$ cat src/rtl/approx_mult_pipe.sv
// approx_mult_pipe: 3-stage pipelined NxN unsigned approximate multiplier.
//   S1: partial-product matrix register.
//   S2: low columns (weights < APPROX_COLS) OR-compressed with or_4 trees,
//       columns >= APPROX_COLS reduced exactly to a carry-save pair with 4:2/3:2 cells.
//   S3: final carry-propagate add, low OR bits merged in.
// Global stall: every stage holds while the product in S3 is not taken.
// Optional build macro APPROX_ERR_STATS_EN adds err_count, a saturating count
// of delivered products that differ from the exact a*b.
module approx_mult_pipe #(
  parameter int N           = 8,
  parameter int APPROX_COLS = 4
) (
  input  logic           clk,
  input  logic           rst,
  input  logic           in_valid,
  output logic           in_ready,
  input  logic [N-1:0]   a,
  input  logic [N-1:0]   b,
  output logic           out_valid,
  input  logic           out_ready,
  output logic [2*N-1:0] p
`ifdef APPROX_ERR_STATS_EN
  ,
  output logic [15:0]    err_count
`endif
);

  localparam int W  = 2 * N;
  localparam int K  = APPROX_COLS;
  // L needs at least one bit so the vector stays legal when K = 0; it is then tied to 0.
  localparam int LW = (K > 0) ? K : 1;
  localparam int NG = (N + 3) / 4;

  // Bits of weight >= K belong to the exact part; everything below is approximated.
  function automatic logic [W-1:0] f_hmask();
    logic [W-1:0] m;
    for (int k = 0; k < W; k++) begin
      m[k] = (k >= K);
    end
    return m;
  endfunction

  localparam logic [W-1:0] HMASK = f_hmask();

  // or_4 approximate compressor cell.
  function automatic logic f_or4(input logic [3:0] x);
    return x[0] | x[1] | x[2] | x[3];
  endfunction

  // 3:2 carry-save cell across a whole vector; returns {carry, sum}.
  // The carry out of the top bit is always zero because the exact part fits in W bits.
  function automatic logic [2*W-1:0] f_csa32(input logic [W-1:0] x,
                                             input logic [W-1:0] y,
                                             input logic [W-1:0] z);
    logic [W-1:0] s;
    logic [W-1:0] c;
    s = x ^ y ^ z;
    c = ((x & y) | (x & z) | (y & z)) << 1;
    return {c, s};
  endfunction

  // 4:2 compressor built from two chained 3:2 cells; returns {carry, sum}.
  function automatic logic [2*W-1:0] f_csa42(input logic [W-1:0] x,
                                             input logic [W-1:0] y,
                                             input logic [W-1:0] z,
                                             input logic [W-1:0] u);
    logic [2*W-1:0] t;
    t = f_csa32(x, y, z);
    return f_csa32(t[W-1:0], t[2*W-1:W], u);
  endfunction

  logic                  w_advance;
  logic                  r_v1;
  logic                  r_v2;
  logic                  r_v3;
  // r_pp[j][i] = a[i] & b[j], weight i+j
  logic [N-1:0][N-1:0]   r_pp;
  logic [LW-1:0]         r_l;
  logic [W-1:0]          r_sum;
  logic [W-1:0]          r_carry;
  logic [W-1:0]          r_p;

  logic [LW-1:0]         w_l;
  logic [W-1:0]          w_sum;
  logic [W-1:0]          w_carry;
  logic [W-1:0]          w_p;
  logic [N-1:0][W-1:0]   w_rows;
  logic [4*NG-1:0]       w_col;
  logic                  w_col_or;
  logic [2*W-1:0]        w_cs;

  assign w_advance = !(r_v3 && !out_ready);
  assign in_ready  = w_advance && !rst;
  assign out_valid = r_v3;
  assign p         = r_p;

  // S1: capture the partial-product matrix of the incoming operands.
  always_ff @(posedge clk) begin
    if (rst) begin
      r_v1 <= 1'b0;
    end else if (w_advance) begin
      r_v1 <= in_valid;
      for (int j = 0; j < N; j++) begin
        r_pp[j] <= a & {N{b[j]}};
      end
    end
  end

  // S2 combinational: OR-compress the low columns, carry-save reduce the high ones.
  always_comb begin
    w_l      = '0;
    w_col    = '0;
    w_col_or = 1'b0;
    w_rows   = '0;
    w_cs     = '0;
    w_sum    = '0;
    w_carry  = '0;

    for (int k = 0; k < LW; k++) begin
      if (k < K) begin
        w_col    = '0;
        w_col_or = 1'b0;
        for (int i = 0; i < N; i++) begin
          for (int j = 0; j < N; j++) begin
            if (i + j == k) begin
              w_col[i] = r_pp[j][i];
            end
          end
        end
        for (int g = 0; g < NG; g++) begin
          w_col_or = w_col_or | f_or4(w_col[4*g +: 4]);
        end
        w_l[k] = w_col_or;
      end
    end

    for (int j = 0; j < N; j++) begin
      w_rows[j] = (W'(r_pp[j]) << j) & HMASK;
    end

    w_sum   = w_rows[0];
    w_carry = '0;
    for (int j = 1; j < N; j += 2) begin
      if (j + 1 < N) begin
        w_cs = f_csa42(w_sum, w_carry, w_rows[j], w_rows[j+1]);
      end else begin
        w_cs = f_csa32(w_sum, w_carry, w_rows[j]);
      end
      w_sum   = w_cs[W-1:0];
      w_carry = w_cs[2*W-1:W];
    end
  end

  // S2: register the approximate low bits and the carry-save pair.
  always_ff @(posedge clk) begin
    if (rst) begin
      r_v2 <= 1'b0;
    end else if (w_advance) begin
      r_v2    <= r_v1;
      r_l     <= w_l;
      r_sum   <= w_sum;
      r_carry <= w_carry;
    end
  end

  // S3 combinational: final add; the exact part is zero below bit K so the OR cannot collide.
  always_comb begin
    w_p = (r_sum + r_carry) | W'(r_l);
  end

  // S3: product register, held while the consumer stalls.
  always_ff @(posedge clk) begin
    if (rst) begin
      r_v3 <= 1'b0;
      r_p  <= '0;
    end else if (w_advance) begin
      r_v3 <= r_v2;
      r_p  <= w_p;
    end
  end

`ifdef APPROX_ERR_STATS_EN
  logic [W-1:0] r_ex1;
  logic [W-1:0] r_ex2;
  logic [W-1:0] r_ex3;
  logic [15:0]  r_err;

  // Exact product travels alongside the approximate one; count delivered mismatches.
  always_ff @(posedge clk) begin
    if (rst) begin
      r_err <= '0;
    end else begin
      if (w_advance) begin
        r_ex1 <= W'(a) * W'(b);
        r_ex2 <= r_ex1;
        r_ex3 <= r_ex2;
      end
      if (r_v3 && out_ready && (r_p != r_ex3) && (r_err != 16'hFFFF)) begin
        r_err <= r_err + 16'd1;
      end
    end
  end

  assign err_count = r_err;
`endif

endmodule
$ cat config.mk
export PLATFORM = sky130hd
export DESIGN_NAME = approx_mult_pipe
export DESIGN_NICKNAME = d
export VERILOG_FILES = /design/src/rtl/approx_mult_pipe.sv
export SDC_FILE = /design/constraint.sdc
export NUM_CORES = 1
export LEC_CHECK = 0
export BUFFER_PORTS_ARGS = -buffer_cell sky130_fd_sc_hd__buf_2
export CORE_MARGIN = 1.5
export CORE_UTILIZATION = 60
export CTS_CLUSTER_SIZE = 20
export DETAILED_ROUTE_END_ITERATION = 6
export PLACE_DENSITY = 0.8
export SKIP_LAST_GASP = 1
export SYNTH_ARGS = -nofsm -noshare
export SYNTH_HDL_FRONTEND = slang
export SYNTH_SLANG_ARGS = --single-unit
$ cat constraint.sdc
create_clock -name clk -period 6 [get_ports clk]
set_input_delay 0.3 -clock clk [delete_from_list [all_inputs] [get_ports clk]]
set_output_delay 0.3 -clock clk [all_outputs]
set_load 0.1 [all_outputs]
# Word-level counts from Yosys, hierarchy flattened
# Cells that the tools add are included.
[op_classes]
addsub = 1
n_reduce_logical = 6
bitwise_logic = 61
[ops]
columns = ["cell", "n"]
rows = [
  ["15-bit OR", 11],
  ["15-bit bitwise AND", 7],
  ["16-bit XOR", 6],
  ["8-bit bitwise AND", 8],
  ["15-bit by 11-bit bitwise AND with 15-bit output", 2],
  ["15-bit by 12-bit bitwise AND with 15-bit output", 2],
  ["15-bit by 13-bit bitwise AND with 15-bit output", 2],
  ["15-bit by 14-bit bitwise AND with 15-bit output", 2],
  ["9-bit by 10-bit bitwise AND with 10-bit output", 2],
  ["16-bit adder", 1],
  ["16-bit by 4-bit OR with 16-bit output", 1],
  ["16-bit by 10-bit XOR with 16-bit output", 1],
  ["16-bit by 11-bit XOR with 16-bit output", 1],
  ["16-bit by 12-bit XOR with 16-bit output", 1],
  ["16-bit by 13-bit XOR with 16-bit output", 1],
  ["16-bit by 14-bit XOR with 16-bit output", 1],
  ["16-bit by 15-bit XOR with 16-bit output", 1],
  ["15-bit by 10-bit OR with 15-bit output", 1],
  ["10-bit bitwise AND", 1],
  ["8-bit by 9-bit bitwise AND with 9-bit output", 1],
  ["8-bit by 9-bit XOR with 9-bit output", 1],
  ["1-bit OR", 6],
  ["1-bit zero test", 3],
  ["1-bit logical AND", 2],
  ["2 further kinds", 3],
]
[totals]
word_cells = 83
out_inout_bits = 18
input_bits = 20
reg_bits = 118

# Longest topological paths before layout
# Gate-level depths: netlist of the first run.
[depth]
word_depth = 19
depth_mapped = 11
ltp_nobuf = 11

# Worst setup path after synthesis of the first run
# OpenSTA, ideal clock, no wires.
[synth_timing]
path_type = "register to register"
from = "register r_v3, in the netlist out_valid"
to = "register r_carry[10], enable pin"
setup_slack_ns = -0.644
t_arrival_ns = 6.053
setup_time_ns = 0.591
period_less_slack_ns = 6.644
stages_incl_launch_ff = 5
path_cell_list = "dfxtp_1 > nor2b_1 > buf_2 > buf_2 > nor2_1"
[synth_via]
elab_chain_len = 3
[synth_lines]
columns = ["item", "line_no", "source"]
rows = [
  ["from (decl)", "75", "logic r_v3;"],
  ["from (signal assigned)", "177", "r_v3 <= r_v2;"],
  ["1-bit logical AND", "92", "assign w_advance = !(r_v3 && !out_ready);"],
  ["1-bit NOT (no line)", "-", ""],
  ["2-bit AND reduction (no line)", "-", ""],
  ["to (signal assigned)", "162", "r_carry <= w_carry;"],
  ["to (decl)", "80", "logic [W-1:0] r_carry;"],
]
# Every way passes these cells.
# A chain may end at the register's enable or synchronous reset.

# Worst setup path in the final report of the first run
[layout_timing]
from = "register r_pp[7] (netlist bit)"
to = "register r_sum[7], data pin"
[layout_via]
elab_chain_len = 13
[layout_lines]
columns = ["item", "line_no", "source"]
rows = [
  ["from (decl)", "77", "logic [N-1:0][N-1:0] r_pp;"],
  ["from (signal, indexed assignment)", "104", "r_pp[j] <= a & {N{b[j]}};"],
  ["8-bit by 9-bit XOR with 9-bit output", "-", ""],
  ["16-bit XOR", "57", "s = x ^ y ^ z;"],
  ["16-bit by 10-bit XOR with 16-bit output", "57", ""],
  ["16-bit XOR", "-", ""],
  ["16-bit by 11-bit XOR with 16-bit output", "-", ""],
  ["16-bit XOR", "57", ""],
  ["16-bit by 12-bit XOR with 16-bit output", "57", ""],
  ["16-bit XOR", "57", ""],
  ["16-bit by 13-bit XOR with 16-bit output", "57", ""],
  ["16-bit XOR", "57", ""],
  ["16-bit by 14-bit XOR with 16-bit output", "57", ""],
  ["16-bit XOR", "57", ""],
  ["16-bit by 15-bit XOR with 16-bit output", "57", ""],
  ["via w_sum[7]", "84", "logic [W-1:0] w_sum;"],
  ["to (signal assigned)", "161", "r_sum <= w_sum;"],
  ["to (decl)", "79", "logic [W-1:0] r_sum;"],
]
# The timed path passes the listed nets, and every way through them passes these cells.

==> results.toml, run 1 <==
[status]
outcome = "finished, final reports clean"

[clocking]
clkTransAtPathRegs_ns = 0.10
post_cts_buffers = 0
clk_latency_ns = 0.37
hold_buffers = 0
tritoncts = "done"
cts_resized = 0
htreeDepth = 3
cts_buffers = 9
ctsRootBufferMaster = "clkbuf_8"
clockBufferDepth = 2
cts_sinks = 105

[logic_synthesis]
synthArstFlopShare = 0
syn_area_per_cell_sq_um = 13.6
synth-seq-area-share = 0.600
ys_ff_latch = 105
ys.flop_type = "edfxtp_1"
synth_fp_nets = 435
synthTopCellsByArea = "edfxtp_1 52%, fa_1 15%, and2_1 8.1%, dfxtp_1 7.7%, inv_1 4.5%"
yosysWarnings = 0
ys_types = 32
synth_cells = 364
netlist_area_sq_um = 4940
synth_top_area_frac = 0.523
synth_top_area_cell = "edfxtp_1"
synth_edf_count = 86

[cells_and_area]
finalNetCount = 479
drive_above_1_share = 0.145
antennaDiodeCount = 0
area_delta_synth_final_pct = 9.86
fin_util = 0.691
fill_cells = 567

[worst_setup_path]
r2r_cells = 9
worst_path_most_repeated_cell = "fa_1"
worstPathArrival_ns = 3.99
crit_cells = 9
end_kind = "flop"
required_ns = 6.13
path_cells = "ha_1 -> fa_1 -> fa_1 -> fa_1 -> fa_1 -> inv_1 -> fa_1 -> fa_1 -> inv_1"
crit_type = "reg -> reg"
path_max_fanout = 1
startpoint_type = "flop"
path_buf_inv = 2
critical_path.top_delay_family = "adder cells"
max_stage_delay_ns = 0.51
slowest_stage = "fa_1"

[global_routing]
grt_pass1_vias = 2669
grt_pass1_wl_mm = 12.5
grt-ovfl-total = 0
grt_max_degree = 60
grt.total_usage = 0.193
antenna_found_initial = 0

[detailed_routing]
drtIter0Drc = 150
antenna_left = 0
met3WireLength_microns = 272
wl_met1_mm = 3.41
drc = 0
avgViaCountPerCell = 5.15
post_drt_wl_per_cell_microns = 14.8
via_count = 2651
topRoutingLayerUsed = "met4"
dr.pass1.iters = 4
met2_length_mm = 3.80
wl_mm = 7.61

[floorplanning]
num_io_pins = 38
start_util = 0.629
die_h_microns = 93.7
rows = 32
coreArea_sq_um = 7850
chipWidth_microns = 93.7
die-area_sq_um = 8780

[sta]
period_needed_ns = 3.86
fmax_mhz = 259
max_slew_margin = 0.466
finalSetupViolations = 0
tightest_slew_ns = 0.800
finalSetupTns_ns = 0
final-max-slew-violation-count = 0
hold_viol = 0
rsz0062_at_grt = "no"
worst_clock_skew_ns = 0.00940
finalCritPeriodShare = 0.644

[worst_hold_path]
min_path_type = "in -> reg"
whs_path_depth = 3

[placed_design]
port_buffers = 37
gp_congestion = 0.755
dp_hpwl_mm = 5.39

[pwr]
vdd_drop_max_uv = 167
p_leak_nw = 2.28
power_density_nw_per_um2 = 401

[run]
maxCapViolations = 0
-- cells in the final DEF, fill, tap and decap left out, types with 2 or more instances in the layout --
cell         n
a21oi_1     17
buf_4        2
o21ai_0      2
nand2_1     28
and2_1      64
inv_6        2
fa_1        37
buf_2       37
nand2b_1     3
inv_1       59
a211oi_1     2
nor2_1       5
dfxtp_1     19
clkbuf_8     9
ha_1        14
edfxtp_1    86
clkinvlp_4   3
nand3_1      4
-- registers in the layout (all words and copies together) (netlist names) --
register / cells
p: 16
r_sum: 11
r_carry: 7
r_v2: 1
out_valid: 1
r_l: 4
r_v1: 1
r_pp: 64
-- per-layer routing --
metal	vias to the layer above	track usage
met5	-	0
met4	0	0.0759
met3	13	0.0291
met2	60	0.329
met1	1303	0.251
li1	1275	-
-- cell usage after synthesis (2+ instances only) --
master and number:
inv_1 59, buf_2 3, and2_1 64, fa_1 37
a21oi_1 17, nor2_1 6, a211oi_1 2, o21ai_0 2
nand2b_1 3, nand3_1 4, nand2_1 28, edfxtp_1 86
dfxtp_1 19, clkbuf_1 3, ha_1 14
-- where the power goes --
group	internal, mW	switching, mW
Sequential	0.936	0.0381
Combinational	0.278	0.524
Clock	0.154	0.247
-- per-stage QoR --
stage | instances | hold WS, ns | cell area [sq um] | worst slack (ns) | total power, mW
after floorplan | 364 | 0.400 | 4940 | 1.31 | 1.63
after global placement | 499 | 0.402 | 5250 | 2.23 | 1.75
after detailed placement | 499 | 0.413 | 5250 | 2.15 | 1.80
after CTS | 515 | 0.157 | 5430 | 2.14 | 2.19
after global routing | 515 | 0.179 | 5430 | 2.04 | 2.32
final | 515 | 0.172 | 5430 | 2.14 | 2.18
-- worst reg2reg max path: cells and delay by family (launching register included) --
kind	cells	cell delay, ns
adder cells (fa/ha/maj)	7	3.16
flip-flops	1	0.38
buffers and inverters	2	0.09
-- logic make-up (layout without fill, tap and decap cells) --
kind of cell | after synthesis | after routing | synth area share
AOI/OAI and AO/OA | 29 | 29 | 0.0362
xor gates and xnor gates | 1 | 1 | 0.00177
adders and majority gates | 51 | 51 | 0.185
buffers and inverters | 65 | 114 | 0.0502
DFF | 105 | 105 | 0.600
and+or+nand+nor | 113 | 113 | 0.126
-- layout make-up --
type / instances / area (sq um) / area share
sequential: 105 / 2960 / 0.546
timing repair buffer: 39 / 200 / 0.0369
clock inverter: 7 / 53.8 / 0.00992
inverter: 59 / 221 / 0.0408
clock buffer: 9 / 124 / 0.0228
multi-input combinational: 194 / 1740 / 0.320
tap: 102 / 128 / 0.0235
-- final timing paths --
| kind | start | to | slack [ns] |
|---|---|---|---|
| hold / removal | in_valid | r_v1$_SDFFE_PP0N_ | 0.17 |
| setup / recovery | r_pp[7]$_DFFE_PP_ | r_sum[7]$_DFFE_PP_ | 2.14 |
| hold reg to reg | r_pp[63]$_DFFE_PP_ | r_sum[14]$_DFFE_PP_ | 0.42 |
| setup reg to reg | r_pp[7]$_DFFE_PP_ | r_sum[7]$_DFFE_PP_ | 2.14 |
No activity file was read; power rests on OpenSTA's default activity.
==> inputs of run 2 (changes only) <==
Settings changed: ABC_AREA from default to 1, CORE_UTILIZATION 60 to 54, PLACE_DENSITY 0.8 to 0.76.
Clock period 6 ns to 3.4 ns, I/O delays scaled along.
==> run 2 against run 1 <==
The run now ends with setup timing left; via count rose by 11%; wire length rose by 10%; critical path depth did not move; flip-flop and latch count did not move; clock skew fell by 0.00094 ns; sequential share of layout area fell by 2.4 points; critical path type unchanged; critical endpoint unchanged; largest power group unchanged.
==> results.toml, run 2 <==
[cells_and_area]
finalNetCount = 576
antennaDiodeCount = 0
mostFrequentLayoutCells = "132 x inv_1, 87 x nand2_1, 86 x edfxtp_1, 37 x buf_2, 30 x nor2_1"
final_cell_area_sq_um = 5680
area_delta_synth_final_pct = 10.1
fill_cells = 757
top_register = "r_pp"
largest_reg_flops = 64
drive_above_1_share = 0.153
layout_commonest_cell = "inv_1"
fin_util = 0.614
stdcell_count = 639

[status]
violations = "setup timing"
outcome = "finished with violations"

[worst_setup_path]
worstReg2RegEnd = "r_sum[7]$_DFFE_PP_"
timing.rr.start = "r_pp[14]$_DFFE_PP_"
r2r_setup_slack_ns = -0.52
crit_type = "reg -> reg"
end_kind = "flop"
startpoint_type = "flop"
path_buf_inv = 2
worstPathArrival_ns = 4.04
critical_path.top_delay_family = "adder cells"
slowest_stage = "fa_1"
path_cells = "ha_4 -> fa_2 -> fa_1 -> fa_2 -> fa_1 -> inv_2 -> fa_1 -> fa_1 -> inv_1"
worst_path_most_repeated_cell = "fa_1"
max_stage_delay_ns = 0.52
r2r_cells = 9
path_max_fanout = 1
required_ns = 3.53

[sta]
final-max-slew-violation-count = 0
finalSetupTns_ns = -2.58
hold_viol = 0
fmax_mhz = 255
period_needed_ns = 3.92
rsz0062_at_grt = "yes"
layout_setup_ws_ns = -0.516
tightest_slew_ns = 0.516
finalSetupViolations = 10
worst_clock_skew_ns = 0.00846
finalCritPeriodShare = 1.15
max_slew_margin = 0.655

[clocking]
ctsRootBufferMaster = "clkbuf_8"
tritoncts = "done"
cts_sinks = 105
cts_buffers = 9
clkTransAtPathRegs_ns = 0.10
clk_latency_ns = 0.36
hold_buffers = 0
clockBufferDepth = 2
htreeDepth = 3

[global_routing]
grt_pass1_vias = 2920
grt-ovfl-total = 0
grt_pass1_wl_mm = 13.8
antenna_found_initial = 0
grt_max_degree = 32
grt.total_usage = 0.182

[logic_synthesis]
syn_area_per_cell_sq_um = 10.9
ys.flop_type = "edfxtp_1"
yosysWarnings = 0
synth-seq-area-share = 0.575
synth_top_family_by_area = "adder cells"
synth-simple-area-share = 0.105
synthTopCellsByArea = "edfxtp_1 50%, fa_1 14%, inv_1 10%, dfxtp_1 7.4%, nand2_1 6.3%"
synth_edf_count = 86
ys_types = 22
yosys.area_share.adder = 0.178
synth.area.mux_share = 0
yosysMostFrequentCell = "inv_1"
synth_compound_area_frac = 0.0233
synth-xor-area-share = 0
ys_top_cells_by_count = "138 x inv_1, 87 x nand2_1, 86 x edfxtp_1"
synth_cells = 474
synth_fp_nets = 545
ys_ff_latch = 105
synthArstFlopShare = 0
synth_top_area_cell = "edfxtp_1"
netlist_area_sq_um = 5150
synth_top_area_frac = 0.501

[floorplanning]
chipWidth_microns = 101
start_util = 0.558
die-area_sq_um = 10100
num_io_pins = 38
die_h_microns = 101
rows = 35
coreArea_sq_um = 9240

[run]
maxCapViolations = 0

[detailed_routing]
avgViaCountPerCell = 4.60
post_drt_wl_per_cell_microns = 13.1
drtIter0Drc = 155
drc = 0
wl_mm = 8.37
antenna_left = 0
dr.pass1.iters = 4
via_count = 2942

[placed_design]
dp_hpwl_mm = 6.02
place_area_sq_um = 5450
port_buffers = 37
dp_cells = 623
gp_congestion = 0.874

[pwr]
power_density_nw_per_um2 = 712
p_leak_nw = 2.89
vdd_drop_max_uv = 308

[worst_hold_path]
min_from = "rst"
min_to = "out_valid$_SDFFE_PP0N_"
min_path_type = "in -> reg"
whs_path_depth = 2
## run 2: worst max-delay path by stage
stage	start	endpoint	slack, ns	depth (start not counted)
final	r_pp[14]$_DFFE_PP_	r_sum[7]$_DFFE_PP_	-0.52	9
after global routing	r_pp[14]$_DFFE_PP_	r_sum[7]$_DFFE_PP_	-0.59	9
after CTS	r_pp[14]$_DFFE_PP_	r_sum[7]$_DFFE_PP_	-0.53	9
after detailed placement	r_pp[14]$_DFFE_PP_	r_sum[7]$_DFFE_PP_	-0.54	9
after global placement	r_pp[7]$_DFFE_PP_	r_sum[7]$_DFFE_PP_	-0.39	9
after floorplan	r_pp[7]$_DFFE_PP_	r_sum[7]$_DFFE_PP_	-0.34	9
## run 2: logic make-up (layout without fill, tap and decap cells)
| kind of cell | count (synthesis) | count (layout) |
|---|---|---|
| buf+inv | 160 | 196 |
| simple gates | 135 | 135 |
| fa+ha+maj | 51 | 51 |
| compound gates | 23 | 23 |
| flops | 105 | 105 |
## run 2: cell type report
class	count	area, sq um	share of cell area
repair buffers	40	208	0.0366
inverters	140	526	0.0926
clock buffers	13	149	0.0262
multi-input cells	209	1630	0.287
flip-flops and latches	105	2960	0.522
clock inverters	3	42.5	0.00749
well taps	129	161	0.0284
## run 2: through the flow
| stage | total power, mW | setup WS (ns) | hold slack, ns |
|---|---|---|---|
| 3_3_place_gp | 3.16 | -0.388 | 0.403 |
| 2_1_floorplan | 2.94 | -0.337 | 0.242 |
| 3_5_place_dp | 3.27 | -0.538 | 0.408 |
| 4_1_cts | 4.05 | -0.530 | 0.0235 |
| 6_report | 4.04 | -0.516 | 0.0394 |
| 5_1_grt | 4.34 | -0.589 | 0.0497 |
## run 2: layer usage
| layer | part of all wire | GRT usage |
|---|---|---|
| met4 | 0.014 | 0.0683 |
| met3 | 0.033 | 0.0319 |
| met1 | 0.44 | 0.230 |
| met2 | 0.52 | 0.317 |
| met5 | 0 | 0 |
## run 2: power breakdown
group          switching [mW]  internal (mW)
clock                   0.411          0.361
sequential             0.0690           1.65
combinational            1.05          0.495
## run 2: timing repair
action / in CTS / in global routing
gates resized for setup: 10 / 7
endpoints found under the setup margin: 12 / 11
buffers inserted: 0 / 0
pin swaps: 3 / 0
==> inputs of run 3 (changes only) <==
Settings changed: CORE_UTILIZATION 54 to 40, PLACE_DENSITY 0.76 to default.
Clock period 3.4 ns to 4.57 ns, I/O delays scaled along.
==> run 3 against run 2 <==
The run now ends clean; cell count rose by 6.6%; register-to-register slack improved by 1.2 ns; first-iteration DRC count rose by 5.8%; via count fell by 2.2%; final area rose by 2.4%; critical path type unchanged; critical endpoint unchanged; largest power group unchanged.
==> results.toml, run 3 (synthesis results as in run 2) <==
[worst_setup_path]
r2r_cells = 9
slowest_stage = "fa_1"
max_stage_delay_ns = 0.51
crit_type = "reg -> reg"
timing.rr.start = "r_pp[7]$_DFFE_PP_"
path_max_fanout = 1
worstPathArrival_ns = 3.95
worstReg2RegEnd = "r_sum[7]$_DFFE_PP_"
path_buf_inv = 2
critical_path.top_delay_family = "adder cells"
r2r_setup_slack_ns = 0.73
path_cells = "ha_1 -> fa_1 -> fa_1 -> fa_1 -> fa_1 -> inv_1 -> fa_1 -> fa_1 -> inv_1"
end_kind = "flop"
required_ns = 4.68
startpoint_type = "flop"
worst_path_most_repeated_cell = "fa_1"

[clocking]
clockBufferDepth = 2
tritoncts = "done"
cts_resized = 0
hold_buffers = 0
ctsRootBufferMaster = "clkbuf_16"
post_cts_buffers = 0
cts_buffers = 9
htreeDepth = 3
cts_sinks = 105
clk_latency_ns = 0.35
clkTransAtPathRegs_ns = 0.07

[pwr]
p_int_mw = 2.04
total_power_mw = 3.16
p_sw_mw = 1.12
clkPwrFrac = 0.252
comb_power_share = 0.343
p_leak_nw = 2.96
vdd_drop_max_uv = 243
p_sw_frac = 0.354
power_density_nw_per_um2 = 545
pwr-share-seq = 0.404

[sta]
hold_viol = 0
tightest_slew_ns = 0.639
finalCritPeriodShare = 0.840
finalSetupViolations = 0
worst_clock_skew_ns = 0.00818
final-max-slew-violation-count = 0
finalHoldWorstSlack_ns = 0.118
finalSetupTns_ns = 0
rsz0062_at_grt = "no"
max_slew_margin = 0.574
period_needed_ns = 3.84
fmax_mhz = 260

[global_routing]
grt_pass1_vias = 2859
grt.total_usage = 0.136
grt-ovfl-total = 0
use_met1 = 0.174
busiest_layer = "met2"
antenna_found_initial = 0
use_met2 = 0.218
grt_util_met3 = 0.0483
grt_max_degree = 51
grt_pass1_wl_mm = 13.7

[cells_and_area]
fin_util = 0.460
area_delta_synth_final_pct = 12.7
mostFrequentLayoutCells = "138 x inv_1, 87 x nand2_1, 86 x edfxtp_1, 37 x fa_1, 37 x buf_2"
stdcell_count = 681
layout_commonest_cell = "inv_1"
finalNetCount = 575
top_register = "r_pp"
largest_reg_flops = 64
drive_above_1_share = 0.116
antennaDiodeCount = 0

[placed_design]
dp_hpwl_mm = 5.78
dp_cells = 665
port_buffers = 37
gp_congestion = 0.782

[detailed_routing]
drtIter0Drc = 164
wl_mm = 8.12
antenna_left = 0
drc = 0
dr.pass1.iters = 4
via_count = 2878
post_drt_wl_per_cell_microns = 11.9
avgViaCountPerCell = 4.23

[status]
outcome = "finished, final reports clean"

[worst_hold_path]
min_to = "out_valid$_SDFFE_PP0N_"
min_path_type = "in -> reg"
whs_path_depth = 2
min_from = "rst"

[floorplanning]
chipWidth_microns = 117
coreArea_sq_um = 12600
die_h_microns = 117
die-area_sq_um = 13600
num_io_pins = 38
rows = 41
start_util = 0.408

[run]
maxCapViolations = 0
-- run 3: cell count changes in the layout (fill, tap and decap cells not counted), sizes merged --
| cell | before | now |
|---|---|---|
| clkinv | 1 | 3 |
| buf | 40 | 39 |
| bufinv | 1 | 0 |
| clkinvlp | 1 | 0 |
-- run 3: how the worst max path moves through the flow --
stage                                       from                     to  slack [ns]  depth (start not counted)
after detailed placement       r_pp[7]$_DFFE_PP_     r_sum[7]$_DFFE_PP_        0.73                          9
after CTS                      r_pp[7]$_DFFE_PP_     r_sum[7]$_DFFE_PP_        0.73                          9
after floorplan           out_valid$_SDFFE_PP0N_  r_carry[10]$_DFFE_PP_        0.06                          4
after global routing           r_pp[7]$_DFFE_PP_     r_sum[8]$_DFFE_PP_        0.57                         11
final                          r_pp[7]$_DFFE_PP_     r_sum[7]$_DFFE_PP_        0.73                          9
after global placement         r_pp[7]$_DFFE_PP_     r_sum[7]$_DFFE_PP_        0.77                          9
-- run 3: layout make-up --
type / instances / area (sq um)
Multi-Input combinational cell: 209 / 1590
Tap cell: 172 / 215
Timing Repair Buffer: 39 / 200
Sequential cell: 105 / 2960
Clock inverter: 3 / 17.5
Clock buffer: 13 / 304
Fill cell: 1209 / 6810
Inverter: 140 / 526
-- run 3: metrics by stage --
stage,setup slack (ns),area [sq um]
6_report,0.730,5810
5_1_grt,0.569,5810
4_1_cts,0.728,5810
3_5_place_dp,0.733,5490
3_3_place_gp,0.767,5490
2_1_floorplan,0.0581,5160
-- run 3: power groups by stage --
stage | Combinational [mW] | Clock (mW) | Sequential [mW]
after floorplan | 0.623 | 0 | 1.56
after global routing | 1.26 | 0.860 | 1.30
after CTS | 1.10 | 0.824 | 1.28
after global placement | 1.08 | 0 | 1.30
after detailed placement | 1.10 | 0 | 1.30
final | 1.09 | 0.799 | 1.28
-- run 3: routing by layer --
layer,part of all wire,routed length (microns)
met1,0.47,3850
met2,0.48,3860
met3,0.043,348
met4,0.0078,63
met5,0,0
